### src/rtl/dm_arb_pkg.sv
// dm_arb_pkg: shared types and constants for the data-memory arbiter
package dm_arb_pkg;
  localparam int AW_DEF = 10;
  localparam int DW_DEF = 32;
  localparam logic [3:0] BE_FULL = 4'hF;
  localparam logic PORT_CPU = 1'b0;
  localparam logic PORT_DBG = 1'b1;
  typedef enum logic [2:0] {IDLE, ACC, RMW, MRG, DONE} state_t;
endpackage

### src/rtl/dm_byte_merge.sv
// dm_byte_merge: per-byte select between an old word and a new word by byte enable
// Ports: old_i (current word), new_i (lane-positioned data), be_i (1 = take new lane), merged_o (result)
module dm_byte_merge import dm_arb_pkg::*; #(
  parameter int DW = DW_DEF
) (
  input  logic [DW-1:0]   old_i,
  input  logic [DW-1:0]   new_i,
  input  logic [DW/8-1:0] be_i,
  output logic [DW-1:0]   merged_o
);
  for (genvar i = 0; i < DW/8; i++) begin : g_lane
    assign merged_o[8*i +: 8] = be_i[i] ? new_i[8*i +: 8] : old_i[8*i +: 8];
  end
endmodule

### src/rtl/dm_arbiter.sv
// dm_arbiter: two-port arbiter/sequencer for dm_1k with word alignment and read-modify-write for partial stores
// Ports: p0_* CPU load/store port, p1_* debug/loader port (req/we/be/addr/wdata in, ack/rdata out);
//        dm_addr/dm_din/dm_we/dm_dout memory side; busy high whenever not IDLE; clk, rst (async, active-high).
// Build option: DM_ARB_FIXED_PRIO_EN makes port 0 win every tie instead of round-robin.
module dm_arbiter import dm_arb_pkg::*; #(
  parameter int AW = AW_DEF,
  parameter int DW = DW_DEF
) (
  input  logic          clk,
  input  logic          rst,
  input  logic          p0_req,
  input  logic          p0_we,
  input  logic [3:0]    p0_be,
  input  logic [AW-1:0] p0_addr,
  input  logic [DW-1:0] p0_wdata,
  output logic          p0_ack,
  output logic [DW-1:0] p0_rdata,
  input  logic          p1_req,
  input  logic          p1_we,
  input  logic [3:0]    p1_be,
  input  logic [AW-1:0] p1_addr,
  input  logic [DW-1:0] p1_wdata,
  output logic          p1_ack,
  output logic [DW-1:0] p1_rdata,
  output logic [AW-1:0] dm_addr,
  output logic [DW-1:0] dm_din,
  output logic          dm_we,
  input  logic [DW-1:0] dm_dout,
  output logic          busy
);
  state_t state_q, state_d;
  logic last_q, last_d, win_q, win_d, we_q, we_d, win;
  logic [3:0] be_q, be_d, sel_be;
  logic [AW-1:0] addr_q, addr_d, sel_addr;
  logic [DW-1:0] wdata_q, wdata_d, rdata_q, rdata_d, old_q, old_d, merged;
`ifdef DM_ARB_FIXED_PRIO_EN
  assign win = p0_req ? PORT_CPU : PORT_DBG;
`else
  assign win = (p0_req && p1_req) ? ~last_q : (p1_req ? PORT_DBG : PORT_CPU);
`endif
  assign sel_be = win ? p1_be : p0_be;
  assign sel_addr = win ? p1_addr : p0_addr;
  dm_byte_merge #(.DW(DW)) u_merge (
    .old_i(old_q),
    .new_i(wdata_q),
    .be_i(be_q),
    .merged_o(merged)
  );
  always_comb begin
    state_d = state_q;
    last_d = last_q;
    win_d = win_q;
    we_d = we_q;
    be_d = be_q;
    addr_d = addr_q;
    wdata_d = wdata_q;
    rdata_d = rdata_q;
    old_d = old_q;
    unique case (state_q)
      IDLE: if (p0_req || p1_req) begin
        win_d = win;
        last_d = win;
        we_d = win ? p1_we : p0_we;
        be_d = sel_be;
        addr_d = sel_addr & ~AW'(3);
        wdata_d = win ? p1_wdata : p0_wdata;
        rdata_d = '0;
        state_d = (!we_d || sel_be == BE_FULL) ? ACC : (sel_be == '0) ? DONE : RMW;
      end
      ACC: begin
        rdata_d = we_q ? rdata_q : dm_dout;
        state_d = DONE;
      end
      RMW: begin
        old_d = dm_dout;
        state_d = MRG;
      end
      MRG: state_d = DONE;
      DONE: state_d = IDLE;
      default: state_d = IDLE;
    endcase
  end
  always_ff @(posedge clk or posedge rst) begin
    if (rst) begin
      state_q <= IDLE;
      last_q <= PORT_DBG;
      win_q <= PORT_CPU;
      we_q <= 1'b0;
      be_q <= '0;
      addr_q <= '0;
      wdata_q <= '0;
      rdata_q <= '0;
      old_q <= '0;
    end else begin
      state_q <= state_d;
      last_q <= last_d;
      win_q <= win_d;
      we_q <= we_d;
      be_q <= be_d;
      addr_q <= addr_d;
      wdata_q <= wdata_d;
      rdata_q <= rdata_d;
      old_q <= old_d;
    end
  end
  // memory strobes depend only on registered state and the latched request, so they cannot glitch
  assign dm_addr = addr_q;
  assign dm_we = (state_q == ACC && we_q) || state_q == MRG;
  assign dm_din = (state_q == MRG) ? merged : (state_q == ACC && we_q) ? wdata_q : '0;
  assign p0_ack = state_q == DONE && win_q == PORT_CPU;
  assign p1_ack = state_q == DONE && win_q == PORT_DBG;
  assign p0_rdata = p0_ack ? rdata_q : '0;
  assign p1_rdata = p1_ack ? rdata_q : '0;
  assign busy = state_q != IDLE;
endmodule

### config.mk
export PLATFORM = sky130hd
export DESIGN_NAME = dm_arbiter
export DESIGN_NICKNAME = d
export VERILOG_FILES = /design/src/rtl/dm_arb_pkg.sv /design/src/rtl/dm_byte_merge.sv /design/src/rtl/dm_arbiter.sv
export SDC_FILE = /design/constraint.sdc
export NUM_CORES = 1
export LEC_CHECK = 0
export BUFFER_PORTS_ARGS = -buffer_cell sky130_fd_sc_hd__buf_4
export CORE_ASPECT_RATIO = 1.4
export CORE_MARGIN = 4
export CORE_UTILIZATION = 49
export DETAILED_ROUTE_END_ITERATION = 10
export PLACE_DENSITY = 0.79
export SLEW_MARGIN = 20
export SYNTH_ARGS = -nofsm -noshare
export SYNTH_HDL_FRONTEND = slang
export SYNTH_SLANG_ARGS = --single-unit
### constraint.sdc
create_clock -name clk -period 5.2 [get_ports clk]
set_clock_uncertainty 0.2 [all_clocks]
set_input_delay 1.3 -clock clk [delete_from_list [all_inputs] [get_ports clk]]
set_output_delay 1.3 -clock clk [all_outputs]
set_load 0.02 [all_outputs]
; Word-level counts from Yosys, hierarchy flattened
; Cells that the tools add are included.
; Widths: inputs -> output; s select.
[word_totals]
register_bits = 114
input_bits = 130
out_inout_bits = 110
[classes]
n_reduce_logical = 15
eq_ne = 7
bitwise_logic = 2
n_mux = 21
[ops]
columns = op, count
row1 = $mux 32, 7
row2 = $pmux 32 s2, 1
row3 = $mux 8, 4
row4 = $mux 10, 1
row5 = $mux 3, 3
row6 = $pmux 3 s3, 1
row7 = $eq 3x2->1 const B, 2
row8 = $eq 4x4->1 const B, 1
row9 = $logic_and 1x1->1, 4
row10 = $logic_not 4->1, 1
row11 = $mux 4, 1
row12 = $ne 2x2->1 const B, 2
row13 = $eq 3x1->1 const B, 1
row14 = $eq 3x3->1 const B, 1
row15 = $logic_not 3->1, 1
row16 = $logic_or 1x1->1, 3
row17 = $mux 1, 3
row18 = $reduce_and 3->1, 1
row19 = $reduce_bool 3->1, 1
row20 = $not 1->1, 2
row21 = $reduce_and 2->1, 1
row22 = $reduce_bool 2->1, 1
row23 = $reduce_or 2->1, 1
row24 = $logic_not 1->1, 1

; Longest topological paths before layout
[logic_depth]
word_depth = 8
ltp_mapped = 7
ltp_nobuf = 4

; Modules after synthesis
; A second synthesis with hierarchy kept.
[unflattened]
cells_unflattened = 519
hier_area_um2 = 6039.5
[modules_own_cells]
columns = module, seq_area_each_um2, area_each_um2, instances, cells_each
row1 = dm_arbiter, 2854.0, 5514.0, 1, 483
row2 = dm_byte_merge, 0.0, 525.5, 1, 36

; Least setup slack after synthesis
; No wires, ideal clock.
[synth_path]
path_kind = register to output
startpoint = register state_q[1]
endpoint = output p0_rdata[22]
path_buffers = 2
path_slack_ns = 2.140
stages_incl_launch_ff = 5
arrival_time_ns = 1.560
path_cell_list = dfrtp_1 buf_4 nor4b_4 clkbuf_1 and2_1
[synth_between]
elab_chain_len = 3
[synth_rtl]
columns = element, line_no
row1 = from (decl), dm_arbiter.sv:31  ; state_t state_q, state_d;
row2 = from (signal assigned), dm_arbiter.sv:95  ; state_q <= state_d;
row3 = $eq 3x3->1, dm_arbiter.sv:110  ; assign p0_ack = state_q == DONE && win_q == PORT_CPU;
row4 = $logic_and 1x1->1, dm_arbiter.sv:110
row5 = named net p0_ack, dm_arbiter.sv:16  ; output logic p0_ack,
row6 = $mux 32, dm_arbiter.sv:112  ; assign p0_rdata = p0_ack ? rdata_q : '0;
row7 = to (decl), dm_arbiter.sv:17  ; output logic [DW-1:0] p0_rdata,
; The timed path passes the listed nets, and every way through them passes these cells.

; Worst setup path after layout
[layout_path]
startpoint = register state_q[1]
endpoint = output dm_din[21]
[layout_between]
elab_chain_len = 4
word_cells_on_any_way = 5
[layout_rtl]
columns = element, line_no
row1 = $eq 3x1->1, dm_arbiter.sv:109  ; assign dm_din = (state_q == MRG) ? merged : (state_q == ACC && we_q) ? wdata_q : '0;
row2 = $logic_and 1x1->1, dm_arbiter.sv:109
row3 = $mux 32, dm_arbiter.sv:109
row4 = $mux 32 (*), dm_arbiter.sv:109
row5 = to (decl), dm_arbiter.sv:26  ; output logic [DW-1:0] dm_din,
; Every way passes the cells marked *; elsewhere a longest branch is shown, timed or not.

==> metrics.yaml <==
status: "finished, final reports clean"
synth_area_sq_um: 5780
grt_use_total: 0.253
row_count: 46
cap_violations: 0
dieArea_sq_um: 13600
hold_class: "register to register"
cts-buffers-inserted: 17
drc: 0
antenna_found_initial: 0
setup_violations: 0
reg2reg_to: "old_q[0]"
yosys_warnings: 0
crit_chain: "nand3b_1, nor2_1, a22o_1, buf_4"
cp_max_fo: 13
path_clk_slew_ns: 0.05
hold_slack_ns: 0.282
area_growth_pct: 42.1
wirelength_microns: 17200
yosysTopAreaCellShare: 0.489
coreArea_sq_um: 11500
yosysUniqueCellTypes: 38
grt_pass1_wl_microns: 26900
synthesis.instances: 558
syn_area_per_cell_sq_um: 10.4
startpoint: "state_q[1]"
cts.htree.levels: 4
die_h_microns: 136
max_freq_mhz: 263
synth_edf_count: 0
ir_drop_mv: 0.504
power_leakage_nw: 4.14
final_layout_size_suffix_gt1_frac: 0.416
io_buffers: 233
ctsHoldBuffers: 0
cp_slowest_cell: "dfrtp_1"
synth-seq-area-share: 0.494
synthArstFlopShare: 1.00
grt.overflow.total: 0
dp_hpwl_microns: 12500
synth_most_common_cell: "nand2_1"
vias: 5065
drt_iter0_drc: 178
grt_pass1_vias: 5392
io_pins: 240
cts_sinks: 114
rsz0062_at_grt: "no"
worstRegToRegCells: 3
slew-limit-headroom: 0.353
hold_viol: 0
wire_per_inst_microns: 18.3
crit_arrival_ns: 2.30
synth-seq-cells: 114
viasPerCell: 5.39
die_x_microns: 99.8
dr.pass1.iters: 5
place.gp.congestion: 0.852
whs_path_depth: 2
nets: 912
yosysTopAreaCell: "dfrtp_1"
power_density_nw_per_um2: 536
clock_path_buffers: 2
fin_setup_tns_ns: 0
cp-end-kind: "output port"
grt_max_degree: 71
final_antenna_net_count: 0
antenna_cells: 0
postCtsSetupRepairBufs: 0
fin_crit_sh: 0.731
initial_core_util: 0.504
synthTopCellsByArea: "dfrtp_1 (49%), mux2i_1 (8.0%), nand2_1 (7.4%)"
clock_latency_ns: 0.40
min_period_ns: 3.80
cts_resized: 0
cts-root-buf: "clkbuf_16"
critPathKind: "register to output port"
slowest_delay_ns: 0.67
cts_tree: "done"
worst_pin_slew_ns: 0.970
n_fill_cell: 850
synth_ff_type: "dfrtp_1"
cp-start-kind: "register"
rr_startpoint: "state_q[1]"
drv_slew: 0
cp.required_ns: 3.70
rrSetupSlack_ns: 2.54
synth_common_cells: "nand2_1 (114), dfrtp_1 (113), and2_1 (64)"
critPathCapture: "dm_din[21]"
==> through the flow <==
| stage | power [W] | instances | area [sq um] | setup slack, ns | utilization |
|---|---|---|---|---|---|
| after floorplan | 0.00268 | 559 | 5780 | 0.686 | - |
| after global placement | 0.00316 | 906 | 7600 | 1.82 | 0.664 |
| after detailed placement | 0.00326 | 906 | 7600 | 1.77 | 0.664 |
| after CTS | 0.00442 | 938 | 8180 | 1.37 | 0.714 |
| after global routing | 0.00466 | 939 | 8210 | 1.20 | 0.717 |
| final | 0.00440 | 939 | 8210 | 1.40 | 0.717 |
==> worst min-delay path by stage <==
stage                startpoint           to  slack, ns
finish              wdata_q[30]  wdata_q[30]       0.28
CTS                 wdata_q[30]  wdata_q[30]       0.28
floorplan            wdata_q[0]   wdata_q[0]       0.25
global route         wdata_q[8]   wdata_q[8]       0.32
global placement     wdata_q[0]   wdata_q[0]       0.26
detailed placement  wdata_q[30]  wdata_q[30]       0.27
==> state kept, by name (all words and copies together), names as in the netlist <==
register  flops
dm_addr       8
we_q          1
last_q        1
win_q         1
rdata_q      32
wdata_q      32
old_q        32
state_q       3
be_q          4
==> metal layers <==
layer | global-route usage | part of all wire | vias up
li1 | - | - | 2371
met1 | 0.274 | 0.35 | 2459
met2 | 0.463 | 0.56 | 190
met3 | 0.0503 | 0.054 | 45
met4 | 0.128 | 0.039 | 0
met5 | 0 | 0 | -
==> logic make-up after synthesis <==
| family | Yosys count | share of synthesized area |
|---|---|---|
| other | 1 | 0.000649 |
| AND/OR/NAND/NOR | 233 | 0.211 |
| flip-flops | 114 | 0.494 |
| multiplexers | 78 | 0.142 |
| AO/OA/AOI/OAI | 90 | 0.111 |
| buffers and inverters | 42 | 0.0407 |
==> layout by cell type (no fill, tap or decap), types with 2 or more instances in the layout <==
master,instances
inv_1,2
buf_12,2
o21ai_1,11
nand3_2,10
nor4_1,2
bufinv_16,3
and2_1,64
nand4_1,2
dfrtp_1,113
clkinvlp_4,2
nand2_1,114
clkbuf_16,17
a22o_1,33
nor2_1,8
nor3_4,2
clkbuf_1,3
clkinv_2,7
nand3_1,23
a21oi_4,4
buf_4,240
mux2i_1,46
o21ai_0,35
conb_1,2
mux2_2,32
==> report_power, final <==
group | total, W | internal, W | leakage [nW] | switching (W)
logic | 0.00169 | 0.000729 | 2.43 | 0.000961
registers | 0.00157 | 0.00128 | 1.42 | 0.000287
clock network | 0.00114 | 0.000745 | 0.283 | 0.000393
total | 0.00440 | 0.00276 | 4.14 | 0.00164
==> final cells by class <==
class                      count  area (sq um)  area share
multi-input combinational    403          2710       0.331
sequential                   114          2850       0.348
clock inverter                12           140      0.0171
inverter                       3          13.8     0.00168
clock buffer                  20           437      0.0532
tap                          144           180      0.0220
timing repair buffer         243          1870       0.228
==> worst max-delay path: cells and delay by family, from the launching register on <==
family,cells,cell delay [ns]
AND/OR/NAND/NOR,2,0.84
flip-flops,1,0.67
AO/OA/AOI/OAI,1,0.24
buffers and inverters,1,0.15
Power figures use the tool's default switching activity.
